## src/rtl/pe_sequencer_if.sv

```systemverilog
// pe_sequencer_if: signal bundle between pe_sequencer (master) and one
// background-removal pe (slave).
//
// Handshake: the master pulses Pe_Start_Sum or Pe_Start_BgRemoval for exactly
// one cycle while Pe_*_In and the configuration are already stable. The pe
// answers by raising its done flag (Pe_Sum_Done / Pe_Bg_Done) with its
// results valid for as long as that flag stays high. The master consumes the
// results in the first cycle it samples the flag high, then raises Pe_Ack and
// keeps it high until it samples the flag low; Pe_Ack drops on the following
// edge. No new start is issued while Pe_Ack is high.
interface pe_sequencer_if;
    logic       Pe_Start_Sum;
    logic       Pe_Start_BgRemoval;
    logic       Pe_Ack;
    logic [8:0] Pe_Red_In;
    logic [8:0] Pe_Green_In;
    logic [8:0] Pe_Blue_In;
    logic [8:0] Pe_Red_Exp;
    logic [8:0] Pe_Green_Exp;
    logic [8:0] Pe_Blue_Exp;
    logic [8:0] Pe_Threshold;
    logic [8:0] Pe_Bg_R;
    logic [8:0] Pe_Bg_G;
    logic [8:0] Pe_Bg_B;
    logic       Pe_Sum_Done;
    logic       Pe_Bg_Done;
    logic [8:0] Pe_Red_Sum;
    logic [8:0] Pe_Green_Sum;
    logic [8:0] Pe_Blue_Sum;
    logic [8:0] Pe_Red_Out;
    logic [8:0] Pe_Green_Out;
    logic [8:0] Pe_Blue_Out;

    modport master (
        output Pe_Start_Sum, Pe_Start_BgRemoval, Pe_Ack,
        output Pe_Red_In, Pe_Green_In, Pe_Blue_In,
        output Pe_Red_Exp, Pe_Green_Exp, Pe_Blue_Exp,
        output Pe_Threshold, Pe_Bg_R, Pe_Bg_G, Pe_Bg_B,
        input  Pe_Sum_Done, Pe_Bg_Done,
        input  Pe_Red_Sum, Pe_Green_Sum, Pe_Blue_Sum,
        input  Pe_Red_Out, Pe_Green_Out, Pe_Blue_Out
    );

    modport slave (
        input  Pe_Start_Sum, Pe_Start_BgRemoval, Pe_Ack,
        input  Pe_Red_In, Pe_Green_In, Pe_Blue_In,
        input  Pe_Red_Exp, Pe_Green_Exp, Pe_Blue_Exp,
        input  Pe_Threshold, Pe_Bg_R, Pe_Bg_G, Pe_Bg_B,
        output Pe_Sum_Done, Pe_Bg_Done,
        output Pe_Red_Sum, Pe_Green_Sum, Pe_Blue_Sum,
        output Pe_Red_Out, Pe_Green_Out, Pe_Blue_Out
    );
endinterface

```

## src/rtl/pe_sequencer.sv

```systemverilog
// pe_sequencer: initiator-side controller for the background-removal pe.
// Pass 1 pushes every pixel through the pe's sum operation and averages the
// per-channel sums into the expected background colour. Pass 2 runs
// background removal on every pixel with that colour and writes the results
// back to the pixel buffer.
// Optional feature: define SEQ_TIMEOUT_EN to add a per-operation watchdog
// (TIMEOUT_CYCLES) that aborts the frame and raises a sticky Error.
// fsm_state exposes the current state encoding for debug and checkers.
module pe_sequencer #(
    parameter int LOG2_PIXELS    = 2,
    parameter int TIMEOUT_CYCLES = 64
) (
    input  logic                   Clk,
    input  logic                   Reset,
    input  logic                   Go,
    input  logic [8:0]             Threshold_In,
    input  logic [8:0]             Bg_R,
    input  logic [8:0]             Bg_G,
    input  logic [8:0]             Bg_B,
    output logic                   Busy,
    output logic                   Done,
    output logic                   Error,
    output logic [LOG2_PIXELS-1:0] Pix_Addr,
    input  logic [8:0]             Pix_R,
    input  logic [8:0]             Pix_G,
    input  logic [8:0]             Pix_B,
    output logic                   Wr_En,
    output logic [LOG2_PIXELS-1:0] Wr_Addr,
    output logic [8:0]             Wr_R,
    output logic [8:0]             Wr_G,
    output logic [8:0]             Wr_B,
    pe_sequencer_if.master         pe,
    output logic [3:0]             fsm_state
);

    // Sum of NUM_PIXELS 9-bit values never exceeds 9+LOG2_PIXELS bits.
    localparam int ACC_W = 9 + LOG2_PIXELS;

    typedef enum logic [3:0] {
        IDLE   = 4'd0,
        S_RD   = 4'd1,
        S_GO   = 4'd2,
        S_WAIT = 4'd3,
        S_ACK  = 4'd4,
        AVG    = 4'd5,
        B_RD   = 4'd6,
        B_GO   = 4'd7,
        B_WAIT = 4'd8,
        B_ACK  = 4'd9,
        FIN    = 4'd10
    } state_t;

    state_t                 state;
    logic [LOG2_PIXELS-1:0] index;
    // The buffer read is synchronous: the read states take two cycles, one to
    // present the address and one to capture the returned pixel.
    logic                   rd_wait;
    logic [8:0]             thr_q;
    logic [8:0]             bg_r_q;
    logic [8:0]             bg_g_q;
    logic [8:0]             bg_b_q;
    logic [ACC_W-1:0]       acc_r;
    logic [ACC_W-1:0]       acc_g;
    logic [ACC_W-1:0]       acc_b;
    logic                   in_bg_pass;
    logic                   done_in;
    logic                   last_pixel;

`ifdef SEQ_TIMEOUT_EN
    localparam int TMO_W = $clog2(TIMEOUT_CYCLES + 1);
    logic [TMO_W-1:0] tmo_cnt;
    logic             tmo_hit;
    // The watchdog fires in the TIMEOUT_CYCLES-th waiting cycle of an operation.
    assign tmo_hit = (tmo_cnt == TMO_W'(TIMEOUT_CYCLES - 1));
`else
    assign Error = 1'b0;
`endif

    // Select the done flag belonging to the operation currently in flight.
    always_comb begin
        in_bg_pass = (state == B_WAIT) || (state == B_ACK);
        done_in    = in_bg_pass ? pe.Pe_Bg_Done : pe.Pe_Sum_Done;
    end

    assign last_pixel = &index;
    assign fsm_state  = state;

    // Frame sequencer: state, pixel walk, accumulation and every registered output.
    always_ff @(posedge Clk) begin
        if (Reset) begin
            state                 <= IDLE;
            index                 <= '0;
            rd_wait               <= 1'b0;
            thr_q                 <= '0;
            bg_r_q                <= '0;
            bg_g_q                <= '0;
            bg_b_q                <= '0;
            acc_r                 <= '0;
            acc_g                 <= '0;
            acc_b                 <= '0;
            Busy                  <= 1'b0;
            Done                  <= 1'b0;
            Pix_Addr              <= '0;
            Wr_En                 <= 1'b0;
            Wr_Addr               <= '0;
            Wr_R                  <= '0;
            Wr_G                  <= '0;
            Wr_B                  <= '0;
            pe.Pe_Start_Sum       <= 1'b0;
            pe.Pe_Start_BgRemoval <= 1'b0;
            pe.Pe_Ack             <= 1'b0;
            pe.Pe_Red_In          <= '0;
            pe.Pe_Green_In        <= '0;
            pe.Pe_Blue_In         <= '0;
            pe.Pe_Red_Exp         <= '0;
            pe.Pe_Green_Exp       <= '0;
            pe.Pe_Blue_Exp        <= '0;
            pe.Pe_Threshold       <= '0;
            pe.Pe_Bg_R            <= '0;
            pe.Pe_Bg_G            <= '0;
            pe.Pe_Bg_B            <= '0;
`ifdef SEQ_TIMEOUT_EN
            Error                 <= 1'b0;
            tmo_cnt               <= '0;
`endif
        end else begin
            // Strobes default low so each is a single-cycle pulse.
            Done                  <= 1'b0;
            Wr_En                 <= 1'b0;
            pe.Pe_Start_Sum       <= 1'b0;
            pe.Pe_Start_BgRemoval <= 1'b0;

            case (state)
                IDLE: begin
                    if (Go) begin
                        thr_q    <= Threshold_In;
                        bg_r_q   <= Bg_R;
                        bg_g_q   <= Bg_G;
                        bg_b_q   <= Bg_B;
                        acc_r    <= '0;
                        acc_g    <= '0;
                        acc_b    <= '0;
                        index    <= '0;
                        Pix_Addr <= '0;
                        rd_wait  <= 1'b0;
                        Busy     <= 1'b1;
`ifdef SEQ_TIMEOUT_EN
                        Error    <= 1'b0;
`endif
                        state    <= S_RD;
                    end
                end

                S_RD, B_RD: begin
                    if (!rd_wait) begin
                        rd_wait <= 1'b1;
                    end else begin
                        // Pixel data is valid now; hold it on the pe inputs
                        // for the whole operation and raise the start pulse.
                        rd_wait         <= 1'b0;
                        pe.Pe_Red_In    <= Pix_R;
                        pe.Pe_Green_In  <= Pix_G;
                        pe.Pe_Blue_In   <= Pix_B;
                        if (state == S_RD) begin
                            pe.Pe_Start_Sum <= 1'b1;
                            state           <= S_GO;
                        end else begin
                            pe.Pe_Start_BgRemoval <= 1'b1;
                            state                 <= B_GO;
                        end
                    end
                end

                S_GO, B_GO: begin
`ifdef SEQ_TIMEOUT_EN
                    tmo_cnt <= '0;
`endif
                    state <= (state == S_GO) ? S_WAIT : B_WAIT;
                end

                S_WAIT, B_WAIT: begin
                    // A done flag already high on entry counts as completion.
                    if (done_in) begin
                        if (state == S_WAIT) begin
                            acc_r <= acc_r + ACC_W'(pe.Pe_Red_Sum);
                            acc_g <= acc_g + ACC_W'(pe.Pe_Green_Sum);
                            acc_b <= acc_b + ACC_W'(pe.Pe_Blue_Sum);
                            state <= S_ACK;
                        end else begin
                            Wr_En   <= 1'b1;
                            Wr_Addr <= index;
                            Wr_R    <= pe.Pe_Red_Out;
                            Wr_G    <= pe.Pe_Green_Out;
                            Wr_B    <= pe.Pe_Blue_Out;
                            state   <= B_ACK;
                        end
                        pe.Pe_Ack <= 1'b1;
                    end
`ifdef SEQ_TIMEOUT_EN
                    else if (tmo_hit) begin
                        Error     <= 1'b1;
                        pe.Pe_Ack <= 1'b0;
                        Busy      <= 1'b0;
                        Done      <= 1'b1;
                        state     <= FIN;
                    end else begin
                        tmo_cnt <= tmo_cnt + 1'b1;
                    end
`endif
                end

                S_ACK, B_ACK: begin
                    // Ack stays up until the pe is seen to leave its done state.
                    if (!done_in) begin
                        pe.Pe_Ack <= 1'b0;
                        if (last_pixel) begin
                            if (state == S_ACK) begin
                                state <= AVG;
                            end else begin
                                Busy  <= 1'b0;
                                Done  <= 1'b1;
                                state <= FIN;
                            end
                        end else begin
                            index    <= index + LOG2_PIXELS'(1);
                            Pix_Addr <= index + LOG2_PIXELS'(1);
                            state    <= (state == S_ACK) ? S_RD : B_RD;
                        end
                    end
`ifdef SEQ_TIMEOUT_EN
                    else if (tmo_hit) begin
                        Error     <= 1'b1;
                        pe.Pe_Ack <= 1'b0;
                        Busy      <= 1'b0;
                        Done      <= 1'b1;
                        state     <= FIN;
                    end else begin
                        tmo_cnt <= tmo_cnt + 1'b1;
                    end
`endif
                end

                AVG: begin
                    // Channel mean, truncated: drop the LOG2_PIXELS low bits.
                    pe.Pe_Red_Exp   <= acc_r[ACC_W-1:LOG2_PIXELS];
                    pe.Pe_Green_Exp <= acc_g[ACC_W-1:LOG2_PIXELS];
                    pe.Pe_Blue_Exp  <= acc_b[ACC_W-1:LOG2_PIXELS];
                    pe.Pe_Threshold <= thr_q;
                    pe.Pe_Bg_R      <= bg_r_q;
                    pe.Pe_Bg_G      <= bg_g_q;
                    pe.Pe_Bg_B      <= bg_b_q;
                    index           <= '0;
                    Pix_Addr        <= '0;
                    rd_wait         <= 1'b0;
                    state           <= B_RD;
                end

                FIN: begin
                    // Done is high during this cycle; it was set on entry.
                    state <= IDLE;
                end

                default: begin
                    state <= IDLE;
                end
            endcase
        end
    end

endmodule
```

## src/flat_wrapper.sv

```systemverilog
// flat-port wrapper written by rule: the top's interface ports become plain ports
module pe_sequencer_flat 
#(
    parameter int LOG2_PIXELS    = 2,
    parameter int TIMEOUT_CYCLES = 64
)
  (Clk, Reset, Go, Threshold_In, Bg_R, Bg_G, Bg_B, Busy, Done, Error, Pix_Addr, Pix_R, Pix_G, Pix_B, Wr_En, Wr_Addr, Wr_R, Wr_G, Wr_B, fsm_state, pe_Pe_Start_Sum, pe_Pe_Start_BgRemoval, pe_Pe_Ack, pe_Pe_Red_In, pe_Pe_Green_In, pe_Pe_Blue_In, pe_Pe_Red_Exp, pe_Pe_Green_Exp, pe_Pe_Blue_Exp, pe_Pe_Threshold, pe_Pe_Bg_R, pe_Pe_Bg_G, pe_Pe_Bg_B, pe_Pe_Sum_Done, pe_Pe_Bg_Done, pe_Pe_Red_Sum, pe_Pe_Green_Sum, pe_Pe_Blue_Sum, pe_Pe_Red_Out, pe_Pe_Green_Out, pe_Pe_Blue_Out);
  pe_sequencer_if pe_i ();
  input  logic Clk;
  input  logic Reset;
  input  logic Go;
  input  logic [8:0] Threshold_In;
  input  logic [8:0] Bg_R;
  input  logic [8:0] Bg_G;
  input  logic [8:0] Bg_B;
  output logic Busy;
  output logic Done;
  output logic Error;
  output logic [LOG2_PIXELS-1:0] Pix_Addr;
  input  logic [8:0] Pix_R;
  input  logic [8:0] Pix_G;
  input  logic [8:0] Pix_B;
  output logic Wr_En;
  output logic [LOG2_PIXELS-1:0] Wr_Addr;
  output logic [8:0] Wr_R;
  output logic [8:0] Wr_G;
  output logic [8:0] Wr_B;
  output logic [3:0] fsm_state;
  output wire logic [$bits(pe_i.Pe_Start_Sum)-1:0] pe_Pe_Start_Sum;
  output wire logic [$bits(pe_i.Pe_Start_BgRemoval)-1:0] pe_Pe_Start_BgRemoval;
  output wire logic [$bits(pe_i.Pe_Ack)-1:0] pe_Pe_Ack;
  output wire logic [$bits(pe_i.Pe_Red_In)-1:0] pe_Pe_Red_In;
  output wire logic [$bits(pe_i.Pe_Green_In)-1:0] pe_Pe_Green_In;
  output wire logic [$bits(pe_i.Pe_Blue_In)-1:0] pe_Pe_Blue_In;
  output wire logic [$bits(pe_i.Pe_Red_Exp)-1:0] pe_Pe_Red_Exp;
  output wire logic [$bits(pe_i.Pe_Green_Exp)-1:0] pe_Pe_Green_Exp;
  output wire logic [$bits(pe_i.Pe_Blue_Exp)-1:0] pe_Pe_Blue_Exp;
  output wire logic [$bits(pe_i.Pe_Threshold)-1:0] pe_Pe_Threshold;
  output wire logic [$bits(pe_i.Pe_Bg_R)-1:0] pe_Pe_Bg_R;
  output wire logic [$bits(pe_i.Pe_Bg_G)-1:0] pe_Pe_Bg_G;
  output wire logic [$bits(pe_i.Pe_Bg_B)-1:0] pe_Pe_Bg_B;
  input wire logic [$bits(pe_i.Pe_Sum_Done)-1:0] pe_Pe_Sum_Done;
  input wire logic [$bits(pe_i.Pe_Bg_Done)-1:0] pe_Pe_Bg_Done;
  input wire logic [$bits(pe_i.Pe_Red_Sum)-1:0] pe_Pe_Red_Sum;
  input wire logic [$bits(pe_i.Pe_Green_Sum)-1:0] pe_Pe_Green_Sum;
  input wire logic [$bits(pe_i.Pe_Blue_Sum)-1:0] pe_Pe_Blue_Sum;
  input wire logic [$bits(pe_i.Pe_Red_Out)-1:0] pe_Pe_Red_Out;
  input wire logic [$bits(pe_i.Pe_Green_Out)-1:0] pe_Pe_Green_Out;
  input wire logic [$bits(pe_i.Pe_Blue_Out)-1:0] pe_Pe_Blue_Out;
  assign pe_Pe_Start_Sum = pe_i.Pe_Start_Sum;
  assign pe_Pe_Start_BgRemoval = pe_i.Pe_Start_BgRemoval;
  assign pe_Pe_Ack = pe_i.Pe_Ack;
  assign pe_Pe_Red_In = pe_i.Pe_Red_In;
  assign pe_Pe_Green_In = pe_i.Pe_Green_In;
  assign pe_Pe_Blue_In = pe_i.Pe_Blue_In;
  assign pe_Pe_Red_Exp = pe_i.Pe_Red_Exp;
  assign pe_Pe_Green_Exp = pe_i.Pe_Green_Exp;
  assign pe_Pe_Blue_Exp = pe_i.Pe_Blue_Exp;
  assign pe_Pe_Threshold = pe_i.Pe_Threshold;
  assign pe_Pe_Bg_R = pe_i.Pe_Bg_R;
  assign pe_Pe_Bg_G = pe_i.Pe_Bg_G;
  assign pe_Pe_Bg_B = pe_i.Pe_Bg_B;
  assign pe_i.Pe_Sum_Done = pe_Pe_Sum_Done;
  assign pe_i.Pe_Bg_Done = pe_Pe_Bg_Done;
  assign pe_i.Pe_Red_Sum = pe_Pe_Red_Sum;
  assign pe_i.Pe_Green_Sum = pe_Pe_Green_Sum;
  assign pe_i.Pe_Blue_Sum = pe_Pe_Blue_Sum;
  assign pe_i.Pe_Red_Out = pe_Pe_Red_Out;
  assign pe_i.Pe_Green_Out = pe_Pe_Green_Out;
  assign pe_i.Pe_Blue_Out = pe_Pe_Blue_Out;
  pe_sequencer #(.LOG2_PIXELS(LOG2_PIXELS), .TIMEOUT_CYCLES(TIMEOUT_CYCLES)) u_core (.Clk(Clk), .Reset(Reset), .Go(Go), .Threshold_In(Threshold_In), .Bg_R(Bg_R), .Bg_G(Bg_G), .Bg_B(Bg_B), .Busy(Busy), .Done(Done), .Error(Error), .Pix_Addr(Pix_Addr), .Pix_R(Pix_R), .Pix_G(Pix_G), .Pix_B(Pix_B), .Wr_En(Wr_En), .Wr_Addr(Wr_Addr), .Wr_R(Wr_R), .Wr_G(Wr_G), .Wr_B(Wr_B), .pe(pe_i), .fsm_state(fsm_state));
endmodule
```

## config.mk

```make
export PLATFORM = sky130hd
export DESIGN_NAME = pe_sequencer_flat
export DESIGN_NICKNAME = d
export VERILOG_FILES = /design/src/rtl/pe_sequencer_if.sv /design/src/rtl/pe_sequencer.sv /design/src/flat_wrapper.sv
export SDC_FILE = /design/constraint.sdc
export NUM_CORES = 1
export LEC_CHECK = 0
export ABC_AREA = 1
export BUFFER_PORTS_ARGS = -buffer_cell sky130_fd_sc_hd__buf_2
export CAP_MARGIN = 20
export CORE_MARGIN = 5
export CORE_UTILIZATION = 35
export CTS_BUF_LIST = sky130_fd_sc_hd__clkbuf_4
export CTS_CLUSTER_SIZE = 8
export DETAILED_ROUTE_END_ITERATION = 10
export GPL_TIMING_DRIVEN = 0
export HOLD_SLACK_MARGIN = 0.15
export PLACE_DENSITY = 0.63
export SETUP_SLACK_MARGIN = 0.4
export SLEW_MARGIN = 20
export SYNTH_ARGS = -nofsm -noshare
export SYNTH_HDL_FRONTEND = slang
export SYNTH_SLANG_ARGS = --single-unit
```

## constraint.sdc

```tcl
create_clock -name Clk -period 3.3 [get_ports Clk]
set_input_delay 0.165 -clock Clk [delete_from_list [all_inputs] [get_ports Clk]]
set_output_delay 0.165 -clock Clk [all_outputs]
set_load 0.02 [all_outputs]
```

==> results of run 1 <==
[flip-flops by register name, indices dropped and copies added (netlist names), 4 cells and up]
register / cells
u_core.Wr_B: 9
u_core.Wr_G: 9
u_core.Wr_R: 9
u_core.acc_b: 11
u_core.acc_g: 11
u_core.acc_r: 11
u_core.bg_b_q: 9
u_core.bg_g_q: 9
u_core.bg_r_q: 9
u_core.fsm_state: 4
u_core.pe.Pe_Bg_B: 9
u_core.pe.Pe_Bg_G: 9
u_core.pe.Pe_Bg_R: 9
u_core.pe.Pe_Blue_Exp: 9
u_core.pe.Pe_Blue_In: 9
u_core.pe.Pe_Green_Exp: 9
u_core.pe.Pe_Green_In: 9
u_core.pe.Pe_Red_Exp: 9
u_core.pe.Pe_Red_In: 9
u_core.pe.Pe_Threshold: 9
u_core.thr_q: 9
[logic make-up after synthesis]
logic type / Yosys count / synth area share [%]
adders and majority gates: 32 / 4.81
and+or+nand+nor: 574 / 26.5
buffers and inverters: 157 / 7.61
AOI/OAI and AO/OA: 247 / 14.3
other: 1 / 0.0427
DFF: 201 / 45.8
xor gates and xnor gates: 9 / 0.897
[timing repair]
item,CTS,global route
hold endpoints to repair,119,0
hold buffers,150,0
endpoints found under the setup margin,0,0
buffers inserted,0,0
[worst max-delay path, stage by stage (launching register included)]
cell	delay [ns]
dfxtp_1	0.41
nor2_2	0.24
nand2_1	0.16
inv_2	0.22
nand3_1	0.11
dlygate4sd3_1	0.59
a21oi_1	0.15
dlygate4sd3_1	0.57
[layer usage]
layer	track usage (%)	up-vias	share of wire, %
li1	-	4865	-
met1	25.0	4272	44
met2	34.4	347	46
met3	4.88	74	7.4
met4	7.73	0	3.3
met5	0	-	0
[stage by stage]
stage	utilization (%)	power, W	instances	worst slack (ns)
after CTS	50.5	0.00754	2043	0.863
after detailed placement	41.9	0.00519	1801	1.18
after global placement	41.9	0.00516	1801	1.17
after global routing	50.5	0.00801	2045	0.574
after floorplan	-	0.00444	1221	1.70
final	50.5	0.00746	2045	0.798
[path summary, 6_finish.rpt]
| check | start | to | slack [ns] | cells after the start |
|---|---|---|---|---|
| worst max-delay path | u_core.fsm_state[3] | u_core.bg_g_q[8] | 0.80 | 7 |
| worst max register to register | u_core.fsm_state[3] | u_core.bg_g_q[8] | 0.80 | 7 |
| worst min-delay path | Reset | u_core.acc_b[6] | 0.21 | 3 |
| worst min register to register | u_core.Wr_G[3] | u_core.Wr_G[3] | 0.44 | 2 |
[cell type report]
class | instances | area [sq um] | area share [%]
antenna | 2 | 5.00 | 0.0397
sequential | 201 | 4020 | 31.9
clock inverter | 11 | 45.0 | 0.357
inverter | 94 | 353 | 2.80
buffer | 63 | 315 | 2.50
tap | 330 | 413 | 3.27
clock buffer | 81 | 608 | 4.82
timing repair buffer | 400 | 2750 | 21.8
multi-input combinational | 863 | 4090 | 32.5
[power groups by stage]
stage | Sequential [W] | Combinational (W) | Clock, W
2_1_floorplan | 0.00322 | 0.00122 | 0
3_5_place_dp | 0.00298 | 0.00221 | 0
3_3_place_gp | 0.00297 | 0.00218 | 0
6_report | 0.00293 | 0.00241 | 0.00211
4_1_cts | 0.00293 | 0.00241 | 0.00220
5_1_grt | 0.00297 | 0.00269 | 0.00234
[cells in the final DEF, fill, tap and decap left out, types with 2 or more instances in the layout]
cell	Yosys	routed
nor2_2	4	4
nand2_2	3	3
fa_1	3	3
a21oi_1	116	116
nand3b_1	11	11
buf_2	14	264
buf_4	4	4
dfxtp_1	201	201
nand4_1	2	2
dlygate4sd3_1	0	150
nand2_1	254	254
buf_6	6	6
diode_2	0	2
o21bai_1	2	2
o21ai_0	126	126
nand3_1	85	85
nor2_1	213	213
clkinv_1	0	9
clkbuf_4	0	81
ha_1	29	29
clkbuf_1	38	38
inv_2	6	7
xor2_1	9	9
inv_1	88	88
==> reports/metrics.yaml, run 1 <==
detailed_routing:
  drt_pre_antenna_iters: 5
  postRouteAntennaNets: 0
  wire_per_inst_um: 14.5
  via_count: 9558
  drt_iter0_drc: 596
  drc_errors: 0
  drt_wl_total_um: 29600
  via_per_inst: 4.67
pwr:
  power.share.combinational_pct: 32.3
  p_sw_w: 0.00272
  p_int_w: 0.00473
  p_sw_share_pct: 36.5
  cellPowerDensity_nw_per_um2: 591
  p_clk_share_pct: 28.4
  power_frac_seq_pct: 39.3
  ir_drop_mv: 0.331
  leakage_nw: 5.95
clock_tree:
  htreeDepth: 2
  cts.sinks: 201
  clockBufferDepth: 3
  clk_latency_ns: 0.66
  numCtsBuffers: 54
  clkTransAtPathRegs_ns: 0.07
  ctsRootBufferMaster: "clkbuf_4"
  cts_resized: 0
  cts_tree: "built"
synthesis:
  yosys.cell_count.top_type: "nand2_1"
  async_reset_ff_share_pct: 0
  ys_seq_area_share_pct: 45.8
  syn_area_sq_um: 8780
  ys.flop_type: "dfxtp_1"
  ys.warnings.count: 0
  yosysTopAreaCell: "dfxtp_1"
  synth_top_cell_area_share_pct: 45.8
  ys_types: 27
  synth_edf_count: 0
  syn_inst: 1221
  synthesis.nets: 1375
  synth.top_cells.by_count: "nand2_1 (254), nor2_1 (213), dfxtp_1 (201)"
  avgSynthCellArea_sq_um: 7.19
  ys_ff_latch: 201
  synthTopCellsByArea: "dfxtp_1 (46%), nand2_1 (11%), nor2_1 (9.1%)"
finish:
  area_delta_synth_final_pct: 43.5
  fillers: 2459
  drive_above_1_share_pct: 21.7
  stdcell_area_sq_um: 12600
  nNetsFinal: 1831
timing:
  worst_slew_pin_slew_ns: 0.736
  grt_setup_unrepaired: "false"
  fmax_mhz: 400
  holdWs_ns: 0.210
  finalSetupViolCount: 0
  skew_ns: 0.0212
  finalCriticalPeriod_ns: 2.50
  relSlewSlack_pct: 50.9
  period_share_pct: 75.8
  drv_slew: 0
  fin_setup_tns_ns: 0
  hold_violations: 0
flow_run:
  cap_viol_max_count: 0
placement:
  port-buffer-count: 250
  finalWeightedCongestion: 0.894
  place_area_sq_um: 10400
  dp_hpwl_um: 20800
global_routing:
  antenna_found_initial: 1
  grt_overflow_total: 0
  grt_usage_pct: 20.3
  grt_pass1_wl_um: 47200
  grt_pass1_vias: 9444
  grt_max_degree: 15
floorplanning:
  dieArea_sq_um: 28400
  die_h_um: 168
  die_w_um: 168
  start_util_pct: 35.2
  rows: 58
  num_io_pins: 254
  coreArea_sq_um: 25000
setup_path:
  worst-setup-path-type: "reg -> reg"
  cp_data_arrival_time_ns: 3.08
  worstSetupStartpointType: "flip-flop"
  worstPathRequired_ns: 3.88
  critPathCaptureType: "flip-flop"
  cp_max_fo: 9
min_path:
  hp-class: "in -> reg"
status:
  status: "finished clean"
Power figures use the tool's default switching activity.
==> inputs of run 2 (changes only) <==
--- a/config.mk
+++ b/config.mk
@@ -15,7 +15,7 @@
 export DETAILED_ROUTE_END_ITERATION = 10
 export GPL_TIMING_DRIVEN = 0
 export HOLD_SLACK_MARGIN = 0.15
-export PLACE_DENSITY = 0.63
+export PLACE_DENSITY = 0.65
 export SETUP_SLACK_MARGIN = 0.4
 export SLEW_MARGIN = 20
 export SYNTH_ARGS = -nofsm -noshare
==> constraint.sdc (replaced) <==
create_clock -name Clk -period 2.2 [get_ports Clk]
set_input_delay 0.11 -clock Clk [delete_from_list [all_inputs] [get_ports Clk]]
set_output_delay 0.11 -clock Clk [all_outputs]
set_load 0.02 [all_outputs]
==> run 2 against run 1 <==
Routed wire length is 0.20% higher; hold slack got worse by 0.043 ns; global-route usage grew 0.19 points; final cell count down 0.64%; largest cell class unchanged; largest power group unchanged; highest routed layer unchanged; via count decreased by 0.85%; clock skew rose by 0.019 ns; total power grew 51%; core utilization is 0.25 points lower; die area is the same; combinational power increased by 53%.
==> reports/metrics.yaml, run 2 (synthesis results as in run 1) <==
setup_path:
  cp_max_fo: 10
  worst-setup-path-type: "reg -> reg"
  worstSetupStartpointType: "flip-flop"
  cp_data_arrival_time_ns: 2.25
  critPathCaptureType: "flip-flop"
  worstPathRequired_ns: 2.69
pwr:
  leakage_nw: 5.89
  ir_drop_mv: 0.453
  cellPowerDensity_nw_per_um2: 900
floorplanning:
  coreArea_sq_um: 25000
  dieArea_sq_um: 28400
  num_io_pins: 254
  die_h_um: 168
  rows: 58
  start_util_pct: 35.2
  die_w_um: 168
min_path:
  hp-class: "in -> reg"
placement:
  port-buffer-count: 250
  dp_hpwl_um: 21100
  finalWeightedCongestion: 0.930
detailed_routing:
  postRouteAntennaNets: 0
  drc_errors: 0
  drt_iter0_drc: 475
  drt_pre_antenna_iters: 4
  via_per_inst: 4.66
  wire_per_inst_um: 14.6
  drt_wl_total_um: 29600
  via_count: 9477
clock_tree:
  cts_tree: "built"
  numCtsBuffers: 56
  cts.sinks: 201
  clkTransAtPathRegs_ns: 0.06
  ctsRootBufferMaster: "clkbuf_4"
  clockBufferDepth: 3
  clk_latency_ns: 0.65
  htreeDepth: 2
timing:
  hold_violations: 0
  period_share_pct: 80.2
  skew_ns: 0.0398
  fmax_mhz: 567
  fin_setup_tns_ns: 0
  relSlewSlack_pct: 52.3
  drv_slew: 0
  finalSetupViolCount: 0
  finalCriticalPeriod_ns: 1.76
  worst_slew_pin_slew_ns: 0.715
  grt_setup_unrepaired: "true"
status:
  status: "finished clean"
finish:
  final_common_cell: "buf_2"
  drive_above_1_share_pct: 23.6
  utilization_pct: 50.3
  reg_top3: "u_core.acc_b x11, u_core.acc_g x11, u_core.acc_r x11"
  area_delta_synth_final_pct: 42.8
  nNetsFinal: 1816
  final_cell_mix: "buf_2 (261), nand2_1 (247), nor2_1 (210), dfxtp_1 (197), dlygate4sd3_1 (125)"
global_routing:
  grt_max_degree: 15
  antenna_found_initial: 3
  grt_overflow_total: 0
  grt_pass1_vias: 9523
  grt_usage_pct: 20.5
  grt_pass1_wl_um: 47500
flow_run:
  cap_viol_max_count: 0
## run 2: changes by cell type in the layout (fill, tap and decap cells not counted), sizes merged
cell	delta
bufinv	+1
dlygate4sd3	-25
clkbuf	-8
buf	+8
diode	+3
clkinv	+10
clkinvlp	-1
inv	-1
## run 2: per-layer routing
layer	routed length [um]	track usage [%]
met1	12700	24.7
met2	13700	34.6
met3	1980	4.65
met4	1210	9.84
met5	0	0
## run 2: through the flow
step                      setup slack [ns]  hold slack [ns]  power, W  std cells  area, sq um
final                                0.436            0.167    0.0113       2032        12500
after global routing                 0.372            0.169    0.0121       2030        12500
after CTS                            0.400            0.151    0.0113       2020        12400
after detailed placement            0.0314            0.376   0.00778       1801        10400
after global placement              0.0460            0.363   0.00773       1801        10400
after floorplan                      0.595            0.275   0.00666       1221         8780
## run 2: final timing paths
check	start	endpoint	slack (ns)	cells past startpoint
setup reg to reg	u_core.fsm_state[1]	u_core.Wr_G[5]	0.44	6
setup / recovery	u_core.fsm_state[1]	u_core.Wr_G[5]	0.44	6
hold / removal	Reset	u_core.rd_wait	0.17	3
hold reg to reg	u_core.Wr_B[8]	u_core.Wr_B[8]	0.44	2
## run 2: layout make-up
| type | count | area [sq um] |
|---|---|---|
| Antenna cell | 5 | 12.5 |
| Buffer | 63 | 329 |
| Clock buffer | 73 | 548 |
| Clock inverter | 20 | 106 |
| Fill cell | 2419 | 12400 |
| Inverter | 94 | 363 |
| Multi-Input combinational cell | 863 | 4180 |
| Sequential cell | 201 | 4040 |
| Tap cell | 330 | 413 |
| Timing Repair Buffer | 383 | 2560 |
## run 2: power by group
group | internal [W] | leakage, nW | total [W] | switching (W)
combinational | 0.00134 | 3.86 | 0.00368 | 0.00233
clock | 0.00165 | 0.392 | 0.00318 | 0.00153
sequential | 0.00413 | 1.63 | 0.00443 | 0.000301
total | 0.00713 | 5.89 | 0.0113 | 0.00416
## run 2: repair_timing
item | 4_1_cts | 5_1_grt
hold buffers | 125 | 0
hold endpoints to repair | 128 | 0
setup endpoints to repair | 58 | 88
resized for setup | 16 | 31
pin swaps | 0 | 4
gates cloned | 0 | 0
setup buffers | 1 | 7
## run 2: worst max-delay path, stage by stage (launching register included)
cell	delay, ns
dfxtp_4	0.38
nor2_4	0.22
buf_4	0.14
nand3_1	0.17
clkbuf_1	0.24
o21ai_0	0.38
a21oi_1	0.08
